`config.mk`:
```
export PLATFORM = sky130hd
export DESIGN_NAME = eib
export DESIGN_NICKNAME = d
export VERILOG_FILES = /design/src/rtl/eib.sv
export SDC_FILE = /design/constraint.sdc
export NUM_CORES = 2
export LEC_CHECK = 0
export CORE_ASPECT_RATIO = 0.75
export CORE_MARGIN = 4
export CORE_UTILIZATION = 40
export CTS_BUF_LIST = sky130_fd_sc_hd__clkbuf_4 sky130_fd_sc_hd__clkbuf_8
export DETAILED_ROUTE_END_ITERATION = 12
export DONT_BUFFER_PORTS = 1
export GPL_ROUTABILITY_DRIVEN = 1
export PLACE_DENSITY = 0.61
export RECOVER_POWER = 100
export SETUP_SLACK_MARGIN = 0.02
export SLEW_MARGIN = 10
export SYNTH_ARGS = -nofsm -noshare
export SYNTH_HDL_FRONTEND = slang
export SYNTH_SLANG_ARGS = --single-unit
```
`constraint.sdc`:
```
create_clock -name clk -period 3.1 [get_ports clk]
set_input_delay 0.465 -clock clk [delete_from_list [all_inputs] [get_ports clk]]
set_output_delay 0.465 -clock clk [all_outputs]
set_load 0.05 [all_outputs]
```
`src/rtl/eib.sv`:
```
// rtl/eib.sv - exception/interrupt block: vector table, trap save, pending/enable, halt control
`ifndef VECTOR_ADDR
`define VECTOR_ADDR (BASE + 32'h0000_0000)
`endif
`ifndef TRAP_ADDR
`define TRAP_ADDR (BASE + 32'h0000_0020)
`endif

module eib #(
  parameter logic [31:0] BASE = 32'h0000_0100,
  parameter int          NIRQ = 8
) (
  input  logic            clk,
  input  logic            reset_n,
  input  logic            strobe,
  input  logic            rw,
  input  logic [31:0]     addr,
  input  logic [31:0]     wdata,
  output logic [31:0]     rdata,
  input  logic [NIRQ-1:0] irq,
  output logic            trap,
  output logic            halt
);

  typedef enum logic [1:0] {IDLE, REQ, SERVICE} state_t;

  localparam logic [31:0] VEC_ADDR  = `VECTOR_ADDR;
  localparam logic [31:0] TRAP_ADDR = `TRAP_ADDR;

  logic [31:0]     vec_q [32];
  logic [31:0]     tsave_q;
  logic [NIRQ-1:0] pend_q;
  logic [NIRQ-1:0] enable_q;
  logic            haltctl_q;
  logic [4:0]      cause_q;
  logic            trap_q;
  state_t          state_q, state_d;

  logic [NIRQ-1:0] sync1_q, sync2_q, sync3_q;
  logic [1:0]      warm_q;

  logic            sel;
  logic [5:0]      off;
  logic            wr;
  logic            wr_vec, wr_tsave, wr_pend, wr_enable, wr_haltctl, wr_eoi;
  logic [NIRQ-1:0] pe;
  logic [NIRQ-1:0] irq_rise;
  logic [NIRQ-1:0] pend_clr;
  logic [4:0]      lowest;

  assign sel = (addr[31:6] == BASE[31:6]);
  assign off = addr[5:0];
  assign wr  = strobe && rw && sel;

  assign wr_vec     = wr && (addr[31:5] == VEC_ADDR[31:5]);
  assign wr_tsave   = wr && (addr == TRAP_ADDR);
  assign wr_pend    = wr && (off == 6'h21);
  assign wr_enable  = wr && (off == 6'h22);
  assign wr_haltctl = wr && (off == 6'h23);
  assign wr_eoi     = wr && (off == 6'h25);

  assign pe       = pend_q & enable_q;
  assign pend_clr = wr_pend ? wdata[NIRQ-1:0] : '0;
  // Edges are only trusted once the sync chain has refilled after reset, so
  // levels that were already high during reset do not look like new edges.
  assign irq_rise = (warm_q == 2'd3) ? (sync2_q & ~sync3_q) : '0;

  assign trap = trap_q;
  assign halt = haltctl_q;

  // Lowest set index of the enabled pending vector.
  always_comb begin
    lowest = '0;
    for (int i = NIRQ - 1; i >= 0; i--) begin
      if (pe[i]) lowest = i[4:0];
    end
  end

  // Two-flop synchronizer plus edge-history flop and post-reset warm-up counter.
  always_ff @(posedge clk or negedge reset_n) begin
    if (!reset_n) begin
      sync1_q <= '0;
      sync2_q <= '0;
      sync3_q <= '0;
      warm_q  <= '0;
    end else begin
      sync1_q <= irq;
      sync2_q <= sync1_q;
      sync3_q <= sync2_q;
      if (warm_q != 2'd3) warm_q <= warm_q + 2'd1;
    end
  end

  // Vector table writes.
  always_ff @(posedge clk or negedge reset_n) begin
    if (!reset_n) begin
      for (int i = 0; i < 32; i++) vec_q[i] <= '0;
    end else if (wr_vec) begin
      vec_q[off[4:0]] <= wdata;
    end
  end

  // Control registers; on PEND a new edge beats a coincident W1C.
  always_ff @(posedge clk or negedge reset_n) begin
    if (!reset_n) begin
      tsave_q   <= '0;
      pend_q    <= '0;
      enable_q  <= '0;
      haltctl_q <= 1'b0;
    end else begin
      if (wr_tsave)   tsave_q   <= wdata;
      if (wr_enable)  enable_q  <= wdata[NIRQ-1:0];
      if (wr_haltctl) haltctl_q <= wdata[0];
      pend_q <= (pend_q & ~pend_clr) | irq_rise;
    end
  end

  // Trap sequencing: state, registered trap, cause captured on entry to REQ.
  always_ff @(posedge clk or negedge reset_n) begin
    if (!reset_n) begin
      state_q <= IDLE;
      trap_q  <= 1'b0;
      cause_q <= '0;
    end else begin
      state_q <= state_d;
      trap_q  <= (state_d == REQ);
      if (state_q == IDLE && state_d == REQ) cause_q <= lowest;
    end
  end

  // Next-state: acknowledge via TSAVE write, completion via EOI, no nesting.
  always_comb begin
    state_d = state_q;
    case (state_q)
      IDLE:    if (pe != '0) state_d = REQ;
      REQ: begin
        if (wr_tsave)        state_d = SERVICE;
        else if (pe == '0)   state_d = IDLE;
      end
      SERVICE: if (wr_eoi)   state_d = IDLE;
      default:               state_d = IDLE;
    endcase
  end

  // Zero-wait read mux; narrow registers are zero-extended.
  always_comb begin
    logic [31:0] pend_ext, enable_ext;
    pend_ext   = '0;
    enable_ext = '0;
    pend_ext[NIRQ-1:0]   = pend_q;
    enable_ext[NIRQ-1:0] = enable_q;
    rdata = '0;
    if (strobe && !rw && sel) begin
      if (off[5] == 1'b0) begin
        rdata = vec_q[off[4:0]];
      end else begin
        case (off)
          6'h20:   rdata = tsave_q;
          6'h21:   rdata = pend_ext;
          6'h22:   rdata = enable_ext;
          6'h23:   rdata = {31'd0, haltctl_q};
          6'h24:   rdata = {27'd0, cause_q};
          default: rdata = '0;
        endcase
      end
    end
  end

endmodule

```
# --- After elaboration in Yosys (flattened, before gate mapping) ---
# Cells that the tools add are included.
op_classes:
  n_eq_ne: 14
  order_cmp: 2
  bitwise_logic: 7
  mux: 24
  n_addsub: 1
  n_reduce_logical: 16
op_table:
  columns: ["operator", "count"]
  rows:
  - ["bitwise mux 1024 bit", 1]
  - ["binary-select mux 32 bit (select 5 bit)", 1]
  - ["demux 32 bit (select 5 bit)", 1]
  - ["two-way mux 32 bit", 5]
  - ["one-hot mux 32 bit (5 select lines)", 1]
  - ["equality test 6 bit, second input constant", 6]
  - ["equality test 32 x 9 -> 1 bit, second input constant", 1]
  - ["equality test 27 x 4 -> 1 bit, second input constant", 1]
  - ["equality test 26 x 3 -> 1 bit, second input constant", 1]
  - ["bitwise AND 8 bit", 3]
  - ["two-way mux 8 bit", 2]
  - ["inverter 8 bit", 2]
  - ["two-way mux 3 bit", 5]
  - ["two-way mux 5 bit", 3]
  - ["logical AND 1 bit", 12]
  - ["logical NOT 8 bit", 1]
  - ["two-way mux 2 bit", 4]
  - ["OR 8 bit", 1]
  - ["nonzero test 8 bit", 1]
  - [">= comparator 6 bit, second input constant", 1]
  - ["< comparator 6 x 1 -> 1 bit, second input constant", 1]
  - ["inverter 5 -> 6 bit", 1]
  - ["one-hot mux 2 bit (3 select lines)", 1]
  - ["equality test 2 x 1 -> 1 bit, second input constant", 2]
  - ["5 further kinds", 6]
word_totals:
  out_inout_bits: 34
  elab_cells: 107
  ff_bits: 1107
  inputBits: 76

# --- Logic depth before layout (Yosys ltp) ---
logic_depth:
  word_depth: 9
  ltp_mapped: 10
  depth_no_buf: 5

# --- Worst setup path before layout ---
# Ideal clock, no wire load.
synth_timing:
  path_kind: "input to output"
  start: "input addr[0]"
  end: "output rdata[0]"
  slack_ns: -0.264
  path_buffers: 5
  arrival_ns: 2.899
  cell_stages: 9
  t_required_ns: 2.635
  path_cell_list: "buf_2 -> buf_2 -> buf_4 -> buf_4 -> buf_4 -> a211oi_1 -> nor4_1 -> nor4_1 -> nor3_1"
synth_between:
  elab_chain_len: 6
  word_cells_on_any_way: 12
  classes_between: "eq/ne: 5; mux: 6; bitwise: 1"
synth_lines:
  columns: ["item", "line", "text"]
  rows:
  - ["start: declaration", "17", "input logic [31:0] addr,"]
  - ["inverter 5 -> 6 bit (implied by the code)", "155", "rdata = vec_q[off[4:0]];"]
  - ["binary-select mux 32 bit (select 5 bit)", "155", null]
  - ["two-way mux 32 bit (implied by the code) (2 in a row)", "155", null]
  - ["two-way mux 32 bit *", "154", "if (off[5] == 1'b0) begin"]
  - ["two-way mux 32 bit *", "153", "if (strobe && !rw && sel) begin"]
  - ["end: declaration", "19", "output logic [31:0] rdata,"]
# Mark *: on every way between the ends. The rest lies on a longest branch, timed or not. The select of a mux whose other input is x is not followed.

# --- Worst setup path after layout ---
layout_timing:
  start: "register vec_q[398] in the netlist's numbering"
  end: "output rdata[14]"
layout_between:
  elab_chain_len: 5
layout_lines:
  columns: ["item", "line", "text"]
  rows:
  - ["start: declaration", "30", "logic [31:0] vec_q [32];"]
  - ["start signal: indexed assignment", "99", "vec_q[off[4:0]] <= wdata;"]
  - ["binary-select mux 32 bit (select 5 bit)", "155", null]
  - ["two-way mux 32 bit (implied by the code) (2 in a row)", "155", null]
  - ["two-way mux 32 bit", "154", null]
  - ["two-way mux 32 bit", "153", null]
# No other way between the ends. The select of a mux whose other input is x is not followed.

==> reports/metrics.yaml <==
finClkSkew_ns: 0.0360
synth_edf_count: 0
rows: 112
yosysMostFrequentCell: "dfrtp_1"
maxSlewViolCount: 563
drv_cap: 14
routed_via_density: 5.68
clockBufferDepth: 3
cp-end-kind: "output pin"
layout-drive-gt1-share_pct: 55.2
worst_ep_arrival_time_ns: 2.77
failed_checks: "hold timing, capacitance limit, slew limit, setup timing"
power_density_nw_per_um2: 498
die_h_um: 314
grt_pass1_wl_mm: 204
ioPinCount: 110
crit_type: "flip-flop to output pin"
postSynthNetCount: 3307
die_w_um: 416
gr-total-overflow: 0
worstMarginPinSlew_ns: 2.18
grt_usage_pct: 20.7
port_buffers: 0
worst_ep_required_time_ns: 2.63
core_area_um2: 124000
critPathLaunchType: "flip-flop"
cts_tree: "built"
cts_hold_buf: 96
ys_seq_area_share_pct: 55.2
routabilityCongestion: 0.764
final_util_pct: 46.6
drc_errors: 0
finalSetupViolCount: 23
slew_headroom_pct: -45.2
avgRoutedWirePerCell_um: 26.3
fin_crit_sh_pct: 104
ant_nets: 0
ys.warnings.count: 0
max_stage_delay_ns: 0.47
setup_slack_ns: -0.138
multi_input_area_um2: 21700
slowest_stage: "mux4_2"
clk_pin_slew_worst_paths_ns: 0.06
hold_path.class: "primary input to asynchronous set/reset pin"
wl_mm: 135
initial_core_util_pct: 40.3
synth-seq-cells: 1105
tns_ns: -1.44
cts_buffers: 181
clock-root-buffer: "clkbuf_8"
ys_top_cells_by_area: "dfrtp_1 55%, mux2_2 24%, mux4_2 10%"
nFillCells: 10800
status: "complete, but fails checks"
syn_avg_cell_area_um2: 15.5
hold_violations: 209
netlist_area_um2: 50100
dp_hpwl_mm: 73.1
hold_ws_ns: -0.679
crit_path_max_fanout: 2
first_global_vias: 30600
yosysTopAreaCell: "dfrtp_1"
synth.cells.most_frequent: "1105 x dfrtp_1, 1051 x mux2_2, 232 x mux4_2"
clk_latency_ns: 0.87
syn_to_final_growth_pct: 15.7
regArea_um2: 27700
num_vias: 29100
synthCells: 3230
drt-initial-drc-count: 1964
async_reset_ff_share_pct: 100
path_cells: "mux4_2 -> and2_4 -> a211oi_2 -> a31oi_2 -> a32o_2 -> buf_6 -> buf_12"
yosysTopAreaCellShare_pct: 55.2
rsz0062_at_grt: "yes"
dieArea_um2: 131000
ir_worst_vdd_uv: 302
leakage_nw: 28.0
grt_max_degree: 301
ys.flop_type: "dfrtp_1"
min_period_ns: 3.24
rrSetupSlack_ns: 1.56
max_clock_freq_mhz: 309
clock-sinks: 1105
first_pass_iters: 5
layout.nets: 3412
antenna_found_initial: 4
ys_types: 51
htreeDepth: 4
==> placed cells by master, fill, tap and decap left out, types with 23 or more instances in the layout <==
cell	n
buf_4	38
a21oi_1	24
clkbuf_8	225
clkbuf_2	28
o221ai_1	23
buf_12	59
a32o_2	24
dlygate4sd3_1	70
nand2_1	43
a22oi_1	24
clkbuf_4	77
nor2_1	26
mux2i_1	70
mux4_2	232
mux2_2	1051
dfrtp_1	1105
==> what timing repair did <==
action	CTS	global route
hold endpoints to repair	1291	209
buffers inserted	1	1
pin swaps	75	33
gates resized for setup	157	34
cloned	0	0
setup endpoints to repair	32	31
==> path summary, 6_finish.rpt <==
path | startpoint | endpoint | cells after the start
worst max-delay path | vec_q[398] | rdata[14] | 7
worst min-delay path | reset_n | sync1_q[1] | 0
worst max register to register | pend_q[6] | cause_q[1] | 4
worst min register to register | sync1_q[4] | sync2_q[4] | 0
max in group asynchronous | reset_n | vec_q[700] | 3
min in group clk | irq[5] | sync1_q[5] | 1
==> worst max-delay path: cells and delay by family, from the launching register on <==
family / cells / cell delay (ns)
compound gates: 3 / 0.59
buf+inv: 2 / 0.27
mux: 1 / 0.47
simple gates: 1 / 0.17
flops: 1 / 0.38
==> where the power goes <==
part | leakage, nW | internal, W | total (W) | switching [W]
clock | 2.03 | 0.00743 | 0.0133 | 0.00583
combinational | 10.7 | 0.000378 | 0.00112 | 0.000738
sequential | 15.3 | 0.0144 | 0.0145 | 0.00000565
==> state kept, by name, summed over array words and instances (netlist names), 3 cells and up <==
name,flops
enable_q,8
sync2_q,8
pend_q,8
cause_q,3
tsave_q,32
sync1_q,8
sync3_q,8
vec_q,1024
==> layout make-up <==
cell class | count | share of cell area, %
Multi-Input combinational cell | 1807 | 37.5
Clock buffer | 302 | 6.35
Timing Repair Buffer | 230 | 4.47
Antenna cell | 4 | 0.0173
Inverter | 10 | 0.0648
Clock inverter | 20 | 0.223
Tap cell | 1653 | 3.57
Sequential cell | 1105 | 47.8
==> cells by family (layout without fill, tap and decap cells) <==
kind of cell	count (synthesis)	in the layout	synth area share (%)
muxes	1393	1393	36.3
DFF	1105	1105	55.2
and+or+nand+nor	203	203	2.24
xor gates and xnor gates	1	1	0.0175
AOI/OAI and AO/OA	209	209	3.12
other	0	4	0
buffers and inverters	318	562	3.02
adders and majority gates	1	1	0.0250
==> layer usage <==
layer / up-vias / wire (um) / global-route usage (%)
li1: 12400 / - / -
met1: 15900 / 61100 / 29.4
met2: 708 / 63000 / 32.3
met3: 184 / 7410 / 4.37
met4: 2 / 3220 / 6.21
met5: - / 10 / 0
==> through the flow <==
step | instances | total power, W | worst slack (ns) | cell area (um^2) | hold WS [ns]
after floorplan | 3230 | 0.0153 | 0.155 | 50100 | 0.169
after global placement | 4706 | 0.0154 | -0.191 | 52400 | 0.171
after detailed placement | 4706 | 0.0154 | -0.159 | 52400 | 0.172
after CTS | 5125 | 0.0292 | -0.175 | 58100 | -0.757
after global routing | 5129 | 0.0299 | -0.219 | 57900 | -0.746
final | 5131 | 0.0288 | -0.138 | 57900 | -0.679
Power figures use the tool's default switching activity.
